### config.mk
export PLATFORM = sky130hd
export DESIGN_NAME = multicycle_main_controller
export DESIGN_NICKNAME = d
export VERILOG_FILES = /design/src/rtl/multicycle_main_controller.sv
export SDC_FILE = /design/constraint.sdc
export NUM_CORES = 1
export LEC_CHECK = 0
export BUFFER_PORTS_ARGS = -buffer_cell sky130_fd_sc_hd__buf_2
export CORE_MARGIN = 2
export CORE_UTILIZATION = 30
export CTS_CLUSTER_DIAMETER = 200
export DETAILED_ROUTE_END_ITERATION = 7
export REMOVE_ABC_BUFFERS = 1
export SETUP_SLACK_MARGIN = 0.02
export SLEW_MARGIN = 30
export SYNTH_ARGS = -nofsm -noshare
export SYNTH_HDL_FRONTEND = slang
export SYNTH_SLANG_ARGS = --single-unit
### constraint.sdc
create_clock -name clk -period 2.2 [get_ports clk]
set_input_delay 0.22 -clock clk [delete_from_list [all_inputs] [get_ports clk]]
set_output_delay 0.22 -clock clk [all_outputs]
set_load 0.05 [all_outputs]
### src/rtl/multicycle_main_controller.sv
// ============================================================================
// Module   : multicycle_main_controller
// Brief    : Main control FSM for the multi-cycle RISC-V datapath.
// Revision : 1.0  initial release
// ============================================================================
`default_nettype none

module multicycle_main_controller #(
   parameter int STATE_W = 4
) (
   input  logic               clk,
   input  logic               rst,
   input  logic [6:0]         op,
   input  logic               mem_ready,
   output logic               mem_read,
   output logic               mem_write,
   output logic               adr_src,
   output logic               ir_write,
   output logic               pc_write,
   output logic               reg_write,
   output logic [1:0]         alu_src_a,
   output logic [1:0]         alu_src_b,
   output logic [1:0]         alu_op,
   output logic [2:0]         imm_src,
   output logic [1:0]         result_src,
   output logic               branch,
   output logic               illegal,
   output logic [STATE_W-1:0] state
);

   typedef enum logic [3:0] {
      S_FETCH     = 4'd0,
      S_DECODE    = 4'd1,
      S_MEM_ADR   = 4'd2,
      S_MEM_READ  = 4'd3,
      S_MEM_WB    = 4'd4,
      S_MEM_WRITE = 4'd5,
      S_EXEC_R    = 4'd6,
      S_EXEC_I    = 4'd7,
      S_ALU_WB    = 4'd8,
      S_BRANCH    = 4'd9,
      S_JAL       = 4'd10,
      S_JALR_ADR  = 4'd11,
      S_LUI       = 4'd12
   } state_t;

   localparam logic [6:0] c_OP_R    = 7'b0110011;
   localparam logic [6:0] c_OP_I    = 7'b0010011;
   localparam logic [6:0] c_OP_LW   = 7'b0000011;
   localparam logic [6:0] c_OP_SW   = 7'b0100011;
   localparam logic [6:0] c_OP_BR   = 7'b1100011;
   localparam logic [6:0] c_OP_JAL  = 7'b1101111;
   localparam logic [6:0] c_OP_JALR = 7'b1100111;
   localparam logic [6:0] c_OP_LUI  = 7'b0110111;

   localparam logic [1:0] c_A_PC    = 2'b00;
   localparam logic [1:0] c_A_OLDPC = 2'b01;
   localparam logic [1:0] c_A_RS1   = 2'b10;
   localparam logic [1:0] c_B_RS2   = 2'b00;
   localparam logic [1:0] c_B_IMM   = 2'b01;
   localparam logic [1:0] c_B_FOUR  = 2'b10;
   localparam logic [2:0] c_IMM_I   = 3'b000;
   localparam logic [2:0] c_IMM_S   = 3'b001;
   localparam logic [2:0] c_IMM_B   = 3'b010;
   localparam logic [2:0] c_IMM_J   = 3'b011;
   localparam logic [2:0] c_IMM_U   = 3'b100;

   state_t     r_state;
   state_t     w_next;
   logic       r_illegal;
   logic       w_set_illegal;
   logic [3:0] w_state_bits;

   always_ff @(posedge clk or negedge rst) begin
      if (!rst) begin
         r_state   <= S_FETCH;
         r_illegal <= 1'b0;
      end else begin
         r_state <= w_next;
         if (w_set_illegal) begin
            r_illegal <= 1'b1;
         end
      end
   end

   always_comb begin
      w_next        = r_state;
      w_set_illegal = 1'b0;
      mem_read      = 1'b0;
      mem_write     = 1'b0;
      adr_src       = 1'b0;
      ir_write      = 1'b0;
      pc_write      = 1'b0;
      reg_write     = 1'b0;
      alu_src_a     = c_A_PC;
      alu_src_b     = c_B_RS2;
      alu_op        = 2'b00;
      imm_src       = c_IMM_I;
      result_src    = 2'b00;
      branch        = 1'b0;

      case (r_state)
         S_FETCH: begin
            mem_read   = 1'b1;
            alu_src_a  = c_A_PC;
            alu_src_b  = c_B_FOUR;
            result_src = 2'b10;
            ir_write   = mem_ready;
            pc_write   = mem_ready;
            if (mem_ready) begin
               w_next = S_DECODE;
            end
         end
         S_DECODE: begin
            // ALUOut captures OldPC + imm as the branch/JAL target.
            alu_src_a = c_A_OLDPC;
            alu_src_b = c_B_IMM;
            case (op)
               c_OP_BR:  imm_src = c_IMM_B;
               c_OP_JAL: imm_src = c_IMM_J;
               default:  imm_src = c_IMM_I;
            endcase
            case (op)
               c_OP_R:          w_next = S_EXEC_R;
               c_OP_I:          w_next = S_EXEC_I;
               c_OP_LW, c_OP_SW: w_next = S_MEM_ADR;
               c_OP_BR:         w_next = S_BRANCH;
               c_OP_JAL:        w_next = S_JAL;
               c_OP_JALR:       w_next = S_JALR_ADR;
               c_OP_LUI:        w_next = S_LUI;
               default: begin
                  w_next        = S_FETCH;
                  w_set_illegal = 1'b1;
               end
            endcase
         end
         S_MEM_ADR: begin
            alu_src_a = c_A_RS1;
            alu_src_b = c_B_IMM;
            imm_src   = op[5] ? c_IMM_S : c_IMM_I;
            w_next    = op[5] ? S_MEM_WRITE : S_MEM_READ;
         end
         S_MEM_READ: begin
            mem_read = 1'b1;
            adr_src  = 1'b1;
            if (mem_ready) begin
               w_next = S_MEM_WB;
            end
         end
         S_MEM_WB: begin
            result_src = 2'b01;
            reg_write  = 1'b1;
            w_next     = S_FETCH;
         end
         S_MEM_WRITE: begin
            mem_write = 1'b1;
            adr_src   = 1'b1;
            if (mem_ready) begin
               w_next = S_FETCH;
            end
         end
         S_EXEC_R: begin
            alu_src_a = c_A_RS1;
            alu_src_b = c_B_RS2;
            alu_op    = 2'b10;
            w_next    = S_ALU_WB;
         end
         S_EXEC_I: begin
            alu_src_a = c_A_RS1;
            alu_src_b = c_B_IMM;
            imm_src   = c_IMM_I;
            alu_op    = 2'b10;
            w_next    = S_ALU_WB;
         end
         S_ALU_WB: begin
            result_src = 2'b00;
            reg_write  = 1'b1;
            w_next     = S_FETCH;
         end
         S_BRANCH: begin
            alu_src_a  = c_A_RS1;
            alu_src_b  = c_B_RS2;
            alu_op     = 2'b01;
            branch     = 1'b1;
            result_src = 2'b00;
            w_next     = S_FETCH;
         end
         S_JAL: begin
            // PC takes the target from ALUOut while the ALU forms OldPC + 4.
            alu_src_a  = c_A_OLDPC;
            alu_src_b  = c_B_FOUR;
            result_src = 2'b00;
            pc_write   = 1'b1;
            w_next     = S_ALU_WB;
         end
         S_JALR_ADR: begin
            alu_src_a = c_A_RS1;
            alu_src_b = c_B_IMM;
            imm_src   = c_IMM_I;
            w_next    = S_JAL;
         end
         S_LUI: begin
            imm_src    = c_IMM_U;
            result_src = 2'b11;
            reg_write  = 1'b1;
            w_next     = S_FETCH;
         end
         default: begin
            w_next = S_FETCH;
         end
      endcase

      // State already sits in FETCH during reset; only the strobes need masking.
      if (!rst) begin
         mem_read  = 1'b0;
         mem_write = 1'b0;
         ir_write  = 1'b0;
         pc_write  = 1'b0;
         reg_write = 1'b0;
         branch    = 1'b0;
      end
   end

   assign illegal      = r_illegal;
   assign w_state_bits = r_state;

   generate
      if (STATE_W > 4) begin : g_state_pad
         assign state = {{(STATE_W-4){1'b0}}, w_state_bits};
      end else begin : g_state_direct
         assign state = w_state_bits[STATE_W-1:0];
      end
   endgenerate

endmodule

`default_nettype wire

# == Word-level counts from Yosys, hierarchy flattened ==
# Cells that the tools add are included.
# op_classes
eq_ne,23
reduce_logical,13
muxes,28
# op_table
op,count
$pmux W4 S7,2
$eq A7 B6 Y1 const B,3
$eq A7 B7 Y1 const B,3
$eq A4 B4 Y1 const B,5
$eq A4 B3 Y1 const B,4
$pmux W2 S2,4
$mux W1,15
$mux W4,3
$reduce_or A2 Y1,6
$pmux W3 S3,1
$eq A4 B2 Y1 const B,2
$reduce_or A8 Y1,1
$eq A7 B2 Y1 const B,1
$eq A7 B5 Y1 const B,1
$ne A2 B2 Y1 const B,3
$pmux W2 S3,1
$reduce_or A3 Y1,2
$reduce_or A5 Y1,1
$eq A4 B1 Y1 const B,1
$logic_not A4 Y1,1
$reduce_or A4 Y1,1
$mux W3,1
$reduce_and A3 Y1,1
$pmux W1 S2,1
# totals
elab_cells,66
in_bits,10
ff_bits,5
output_inout_bits,23

# == Longest topological paths before layout ==
# Gate-level depths: netlist (run 1).
# logic_depth
depth_word,4
ltp_mapped,5
depth_no_buf,3

# == Worst setup path before layout (run 1) ==
# No wires, ideal clock.
# synth_path
kind,register -> output
startpoint,"register r_state[1], in the netlist state[1]"
endpoint,output port pc_write
stages_incl_launch_ff,6
t_required_ns,1.980
setup_slack_ns,-0.832
arrival_ns,2.812
cell_sequence,dfrtp_1 > buf_2 > buf_2 > nor3b_1 > a21oi_1 > nor4b_1
# synth_between
elab_chain_cells,3
# synth_rtl
item,line,source
"start, declared",68,state_t r_state;
"start signal, assigned",79,r_state <= w_next;
$eq A4 B4 Y1 / $logic_not A4 Y1 (equally long branches),102,case (r_state)
$pmux W1 S2 *,102,
$mux W1 *,214,if (!rst) begin
"end, declared",19,"output logic pc_write,"
# Every way passes the cells marked *; elsewhere a longest branch is shown, timed or not.

# == Worst setup path after layout (run 1) ==
# layout_path
startpoint,"register r_state[3], in the netlist state[3]"
endpoint,output port imm_src[0]
# layout_between
elab_chain_cells,2
# layout_rtl
item,line,source
$eq A4 B4 Y1 (tied with other cells),102,
$pmux W3 S3 *,102,
"end, declared",24,"output logic [2:0] imm_src,"
# Marks and branches as above.

==> impl_results.md, run 1 <==
* Status: finished, final reports clean
* Number of failing setup endpoints in the final timing report at 0
* H-tree depth reported by CTS at 1
* Seq/Total Area, Yosys at 18.7%
* Number of sinks on the clock net at 5
* Max-cap violations at 0
* Number of cell instances on the worst register-to-register path at 3
* Most used cells in the layout excluding fill and tap cells: 32 x sky130_fd_sc_hd__buf_2, 7 x sky130_fd_sc_hd__nor2_1, 6 x sky130_fd_sc_hd__nand2_1, 6 x sky130_fd_sc_hd__nand3_1, 5 x sky130_fd_sc_hd__o21ai_1
* Worst slew margin relative to its limit at 68.2%
* Post-CTS setup repair buffer count at 0
* Slew at the pin with the worst max-slew slack at 477 ps
* Floorplan core area at 2150 sq um
* Shortest period the worst path allows at 2040 ps
* Unique cell type count in the Yosys netlist at 42
* Largest net degree at the start of global routing at 22
* Primary flip-flop cell chosen by synthesis mapping: sky130_fd_sc_hd__dfrtp_1
* Path type of the worst min-delay path: input pin to flop
* Switching power as a share of total power at 46.2%
* 1st-pass router iterations at 4
* Post-route DRC violation count at 0
* Count of state elements after synthesis at 5
* Mean routed wirelength per cell at 11.6 um
* Final wirelength at 1750 um
* Unrepaired setup endpoints after global routing: false
* Area taken by flip-flops and latches at 126 sq um
* Power share of the clock group at 25.5%
* # placed instances at 146
* Setup clock skew after layout at 1.22 ps
* HPWL after detailed placement at 1320 um
* Final setup slack of the worst path at 157 ps
* Fmax at 489 MHz
* Fraction of power consumed by combinational cells at 49.5%
* Max clock buf depth at 2
* VDD IR max at 0.178 mV
* Initial Utilization at 31.1%
* Ratio of final minimum period to clock period at 92.9%
* Die span in x at 51.2 um
* Die Y-Extent at 51.2 um
* Gr usage total at 13.4%
* Commonest non-fill, non-tap cell in the layout: sky130_fd_sc_hd__buf_2
* I/O Buffers at 32
* Critical Path Source Type: flop
* Relative contribution of sequential cells to total power at 25.1%
* Arr. time, crit path at 1820 ps
* Static leakage at 0.425 nW
* Hold_ws at 355 ps
* Post-synthesis instance area at 668 sq um
* Number of global-route vias before repair at 614
* Final layout net count at 134
* Total power of the final layout at 0.425 mW
* Net switching component of the power at 0.196 mW
* Number of vias after detailed routing at 773
* Crit Path Category: flop to output pin
* Share of synthesized registers carrying an async set or reset at 100%
* Clock latency of the later-clocked register in the worst-skew pair at 240 ps
* Multi-input gate area in the final layout at 498 sq um
* Utilization after layout at 41.4%
* Iter 0 DRT Violations at 8
* Clock-pin slew of the registers on the worst-case setup and hold paths at 50 ps
* Number of nets with antenna violations after detailed routing at 0
* Final Max Tran Viols at 0
* Final antenna diode count at 0
* Mean number of vias per cell at 5.12
* Initial antenna violation count at 0
* Max FO, Critical Path at 14
* Internal cell power at 0.229 mW
* Mean area per synthesized cell at 7.42 sq um
* Final GP Congestion at 0.737
* Number of buffers inserted during clock tree synthesis at 3
* Number of enable flip-flop cells after synthesis at 0
* Synth-to-layout area growth at 33.1%
* Die Footprint at 2620 sq um
* Clk Tree Root Cell: sky130_fd_sc_hd__clkbuf_4
* Total negative slack for setup checks at 0 ps
* CP required at 1980 ps
* Synth Warn # at 0
* Total number of placement rows at 17
* Total gr overflow at 0
* Filler Cell Count at 252
* Post-route non-filler standard cell count at 151
* Worst setup slack after placement at 421 ps
* Worst hold path stage count at 3
* Area of placed instances at 850 sq um
* Worst setup EP type: output pin
* Number of ports placed on the die boundary at 33
* Number of cells produced by synthesis at 90
* Final standard cell area without fillers at 890 sq um
* Pwr per Cell Area at 477 nW/um^2
* Final Hold Violating Endpoints at 0
* TritonCTS clock tree: yes
* Wire length of the first global-routing pass at 2770 um
* Share of layout cells above drive strength 1 at 35.0%
layer usage:
| metal | vias up | GRT usage [%] | wire length (um) |
|---|---|---|---|
| met1 | 343 | 18.9 | 897 |
| met2 | 27 | 21.6 | 750 |
| met5 | - | 0 | 0 |
| met4 | 0 | 4.05 | 0 |
| met3 | 0 | 1.17 | 103 |
| li1 | 403 | - | - |
critical path: stages, from the launching register on:
cell and delay [ps]:
sky130_fd_sc_hd__dfrtp_1 540, sky130_fd_sc_hd__nor4b_4 440, sky130_fd_sc_hd__nand4b_1 180, sky130_fd_sc_hd__o21ai_1 150
sky130_fd_sc_hd__buf_2 270
timing repair:
| item | CTS | global route |
|---|---|---|
| resized for setup | 0 | 2 |
| hold buffers | 1 | 0 |
| endpoints found under the hold margin | 5 | 0 |
| endpoints found under the setup margin | 0 | 2 |
final timing paths:
path,startpoint,end,slack [ps]
max,state[3]$_DFFE_PN0P_,imm_src[0],160
min reg2reg,illegal$_DFFE_PN0P_,illegal$_DFFE_PN0P_,470
min in group asynchronous,rst,state[3]$_DFFE_PN0P_,360
min,op[4],state[2]$_DFFE_PN0P_,350
max reg2reg,state[3]$_DFFE_PN0P_,state[2]$_DFFE_PN0P_,670
max in group asynchronous,rst,state[1]$_DFFE_PN0P_,1650
cells in the mapped netlist, drive strengths merged, types with 2 or more instances:
cell type | count | area [sq um]
a21oi | 4 | 20.0
a31oi | 2 | 12.5
and3 | 3 | 18.8
buf | 6 | 32.5
dfrtp | 5 | 125
inv | 3 | 11.3
nand2 | 6 | 22.5
nand3 | 6 | 30.0
nand4bb | 3 | 33.8
nor2 | 7 | 26.3
nor2b | 5 | 31.3
nor3 | 4 | 20.0
nor3b | 2 | 15.0
nor4b | 3 | 41.3
o21ai | 6 | 30.0
o22ai | 2 | 12.5
xnor2 | 2 | 17.5
sequential cells by signal (all words and copies together) (netlist names):
register / flops
illegal: 1
state: 4
power groups by stage:
stage	registers [mW]	logic (mW)	clock network (mW)
final	0.106	0.210	0.108
after CTS	0.106	0.211	0.113
after global routing	0.108	0.228	0.115
after global placement	0.108	0.208	0
after detailed placement	0.108	0.209	0
after floorplan	0.125	0.133	0
layout make-up:
class	instances	share of cell area [%]
Multi-Input combinational cell	75	56.0
Timing Repair Buffer	36	21.7
Sequential cell	5	14.2
Tap cell	28	3.94
Clock buffer	4	2.95
Inverter	3	1.27
logic make-up (layout without fill, tap and decap cells):
kind of cell | Yosys count | after routing | synth area share [%]
AO/OA/AOI/OAI | 22 | 22 | 21.2
XOR/XNOR | 3 | 3 | 3.93
buffers and inverters | 10 | 43 | 7.12
flip-flops | 5 | 5 | 18.7
multiplexers | 1 | 1 | 1.50
AND/OR/NAND/NOR | 49 | 49 | 47.6
No activity file was read; power rests on OpenSTA's default activity.
==> inputs of run 2 (changes only) <==
--- a/config.mk
+++ b/config.mk
@@ -10,6 +10,7 @@
 export CORE_UTILIZATION = 30
 export CTS_CLUSTER_DIAMETER = 200
 export DETAILED_ROUTE_END_ITERATION = 7
+export PLACE_DENSITY = 0.57
 export REMOVE_ABC_BUFFERS = 1
 export SETUP_SLACK_MARGIN = 0.02
 export SLEW_MARGIN = 30
==> constraint.sdc (replaced) <==
create_clock -name clk -period 2.2 [get_ports clk]
set_input_delay 0.11 -clock clk [delete_from_list [all_inputs] [get_ports clk]]
set_output_delay 0.11 -clock clk [all_outputs]
set_load 0.05 [all_outputs]
==> impl_results.md, run 2 (synthesized netlist as in run 1, its figures left out) <==
* Flip-flop count of the largest register, all copies and words added at 4
* Slew at the pin with the worst max-slew slack at 572 ps
* Status: finished, final reports clean
* Die Footprint at 2620 sq um
* Most used cells in the layout excluding fill and tap cells: 32 x sky130_fd_sc_hd__buf_2, 7 x sky130_fd_sc_hd__nor2_1, 6 x sky130_fd_sc_hd__nand2_1, 6 x sky130_fd_sc_hd__nand3_1
* Final antenna diode count at 0
* Fraction of power consumed by combinational cells at 50.0%
* Post-route DRC violation count at 0
* VDD IR max at 0.205 mV
* Switching power as a share of total power at 45.9%
* Number of buffers inserted during clock tree synthesis at 3
* Clk Tree Root Cell: sky130_fd_sc_hd__clkbuf_4
* Unrepaired setup endpoints after global routing: false
* Mean routed wirelength per cell at 12.2 um
* Final standard cell area without fillers at 886 sq um
* Initial antenna violation count at 0
* Die span in x at 51.2 um
* Worst slew margin relative to its limit at 61.8%
* Relative contribution of sequential cells to total power at 25.2%
* Static leakage at 0.426 nW
* 1st-pass router iterations at 6
* Filler Cell Count at 236
* Total negative slack for setup checks at 0 ps
* Arr. time, crit path at 1840 ps
* Clock latency of the later-clocked register in the worst-skew pair at 240 ps
* Total number of placement rows at 17
* Final GP Congestion at 0.741
* Area of placed instances at 850 sq um
* TritonCTS clock tree: yes
* Setup slack of the worst register-to-register path at 700 ps
* Synth-to-layout area growth at 32.6%
* Clock-pin slew of the registers on the worst-case setup and hold paths at 40 ps
* Setup clock skew after layout at 2.46 ps
* Commonest non-fill, non-tap cell in the layout: sky130_fd_sc_hd__buf_2
* Final Hold Violating Endpoints at 0
* Max clock buf depth at 2
* Total gr overflow at 0
* I/O Buffers at 32
* Net switching component of the power at 0.193 mW
* Destination of the worst register-to-register timing path: state[2]$_DFFE_PN0P_
* Power share of the clock group at 24.8%
* Ratio of final minimum period to clock period at 88.6%
* Max FO, Critical Path at 17
* Final wirelength at 1840 um
* Path type of the worst min-delay path: input pin to async pin
* Number of vias after detailed routing at 808
* Fmax at 513 MHz
* Final layout net count at 134
* Floorplan core area at 2150 sq um
* Launch instance of the worst register-to-register path: state[1]$_DFFE_PN0P_
* Critical Path Source Type: flop
* Number of ports placed on the die boundary at 33
* Total power of the final layout at 0.421 mW
* Internal cell power at 0.228 mW
* Crit Path Category: flop to output pin
* Wire length of the first global-routing pass at 3050 um
* Shortest period the worst path allows at 1950 ps
* Number of cell instances on the worst register-to-register path at 3
* Largest net degree at the start of global routing at 18
* Max-cap violations at 0
* HPWL after detailed placement at 1460 um
* Share of layout cells above drive strength 1 at 33.3%
* Pwr per Cell Area at 475 nW/um^2
* H-tree depth reported by CTS at 1
* Mean number of vias per cell at 5.35
* Gr usage total at 15.2%
* Number of global-route vias before repair at 670
* Number of nets with antenna violations after detailed routing at 0
* Worst setup EP type: output pin
* Iter 0 DRT Violations at 18
* Die Y-Extent at 51.2 um
* Final Max Tran Viols at 0
* Resized cells post-CTS at 0
* CP required at 2090 ps
* Initial Utilization at 31.1%
* Number of failing setup endpoints in the final timing report at 0
* Number of sinks on the clock net at 5
==> run 2: cell counts in the layout (fill, tap and decap cells not counted) <==
Identical to the previous run, type by type.
==> run 2: through the flow <==
step | setup slack [ps] | hold slack (ps) | utilization [%] | instances
CTS | 259 | 242 | 41.2 | 151
finish | 250 | 241 | 41.2 | 151
floorplan | -688 | -186 | - | 83
detailed placement | 522 | -33.7 | 39.5 | 146
global placement | 570 | -34.4 | 39.5 | 146
global route | 68.3 | 243 | 41.2 | 151
==> run 2: power by group through the flow <==
stage	registers, mW	logic, mW	clock network (mW)
6_report	0.106	0.210	0.105
5_1_grt	0.108	0.228	0.118
4_1_cts	0.106	0.212	0.109
3_5_place_dp	0.108	0.210	0
3_3_place_gp	0.107	0.208	0
2_1_floorplan	0.125	0.133	0
==> run 2: worst max-delay path: stages (launching register included) <==
cell and delay (ps):
sky130_fd_sc_hd__dfrtp_1 580, sky130_fd_sc_hd__nor2b_1 400, sky130_fd_sc_hd__nand2_1 120, sky130_fd_sc_hd__nor3b_1 210, sky130_fd_sc_hd__buf_2 290
==> run 2: final cells by class <==
class	instances	area (sq um)	area share, %
Clock buffer	4	26.3	2.97
Inverter	3	11.3	1.27
Tap cell	28	35.0	3.95
Multi-Input combinational cell	75	495	55.9
Sequential cell	5	125	14.1
Timing Repair Buffer	36	193	21.8
==> run 2: worst max-delay path by stage <==
stage | end | slack [ps] | cells after the start | startpoint
4_1_cts | branch | 260 | 4 | state[1]$_DFFE_PN0P_
2_1_floorplan | pc_write | -690 | 3 | state[3]$_DFFE_PN0P_
3_5_place_dp | branch | 520 | 4 | state[1]$_DFFE_PN0P_
3_3_place_gp | imm_src[0] | 570 | 4 | state[1]$_DFFE_PN0P_
6_report | branch | 250 | 4 | state[1]$_DFFE_PN0P_
5_1_grt | imm_src[1] | 70 | 4 | state[1]$_DFFE_PN0P_
==> run 2: per-layer routing <==
layer,GRT usage (%),vias up,share of wire [%]
li1,-,400,-
met1,20.4,379,42
met2,24.2,29,52
met3,3.51,0,6.2
met4,4.05,0,0
met5,0,-,0
==> run 2: repair_timing <==
| action | CTS | global route |
|---|---|---|
| hold buffers | 1 | 0 |
| setup buffers | 0 | 0 |
| endpoints found under the hold margin | 5 | 0 |
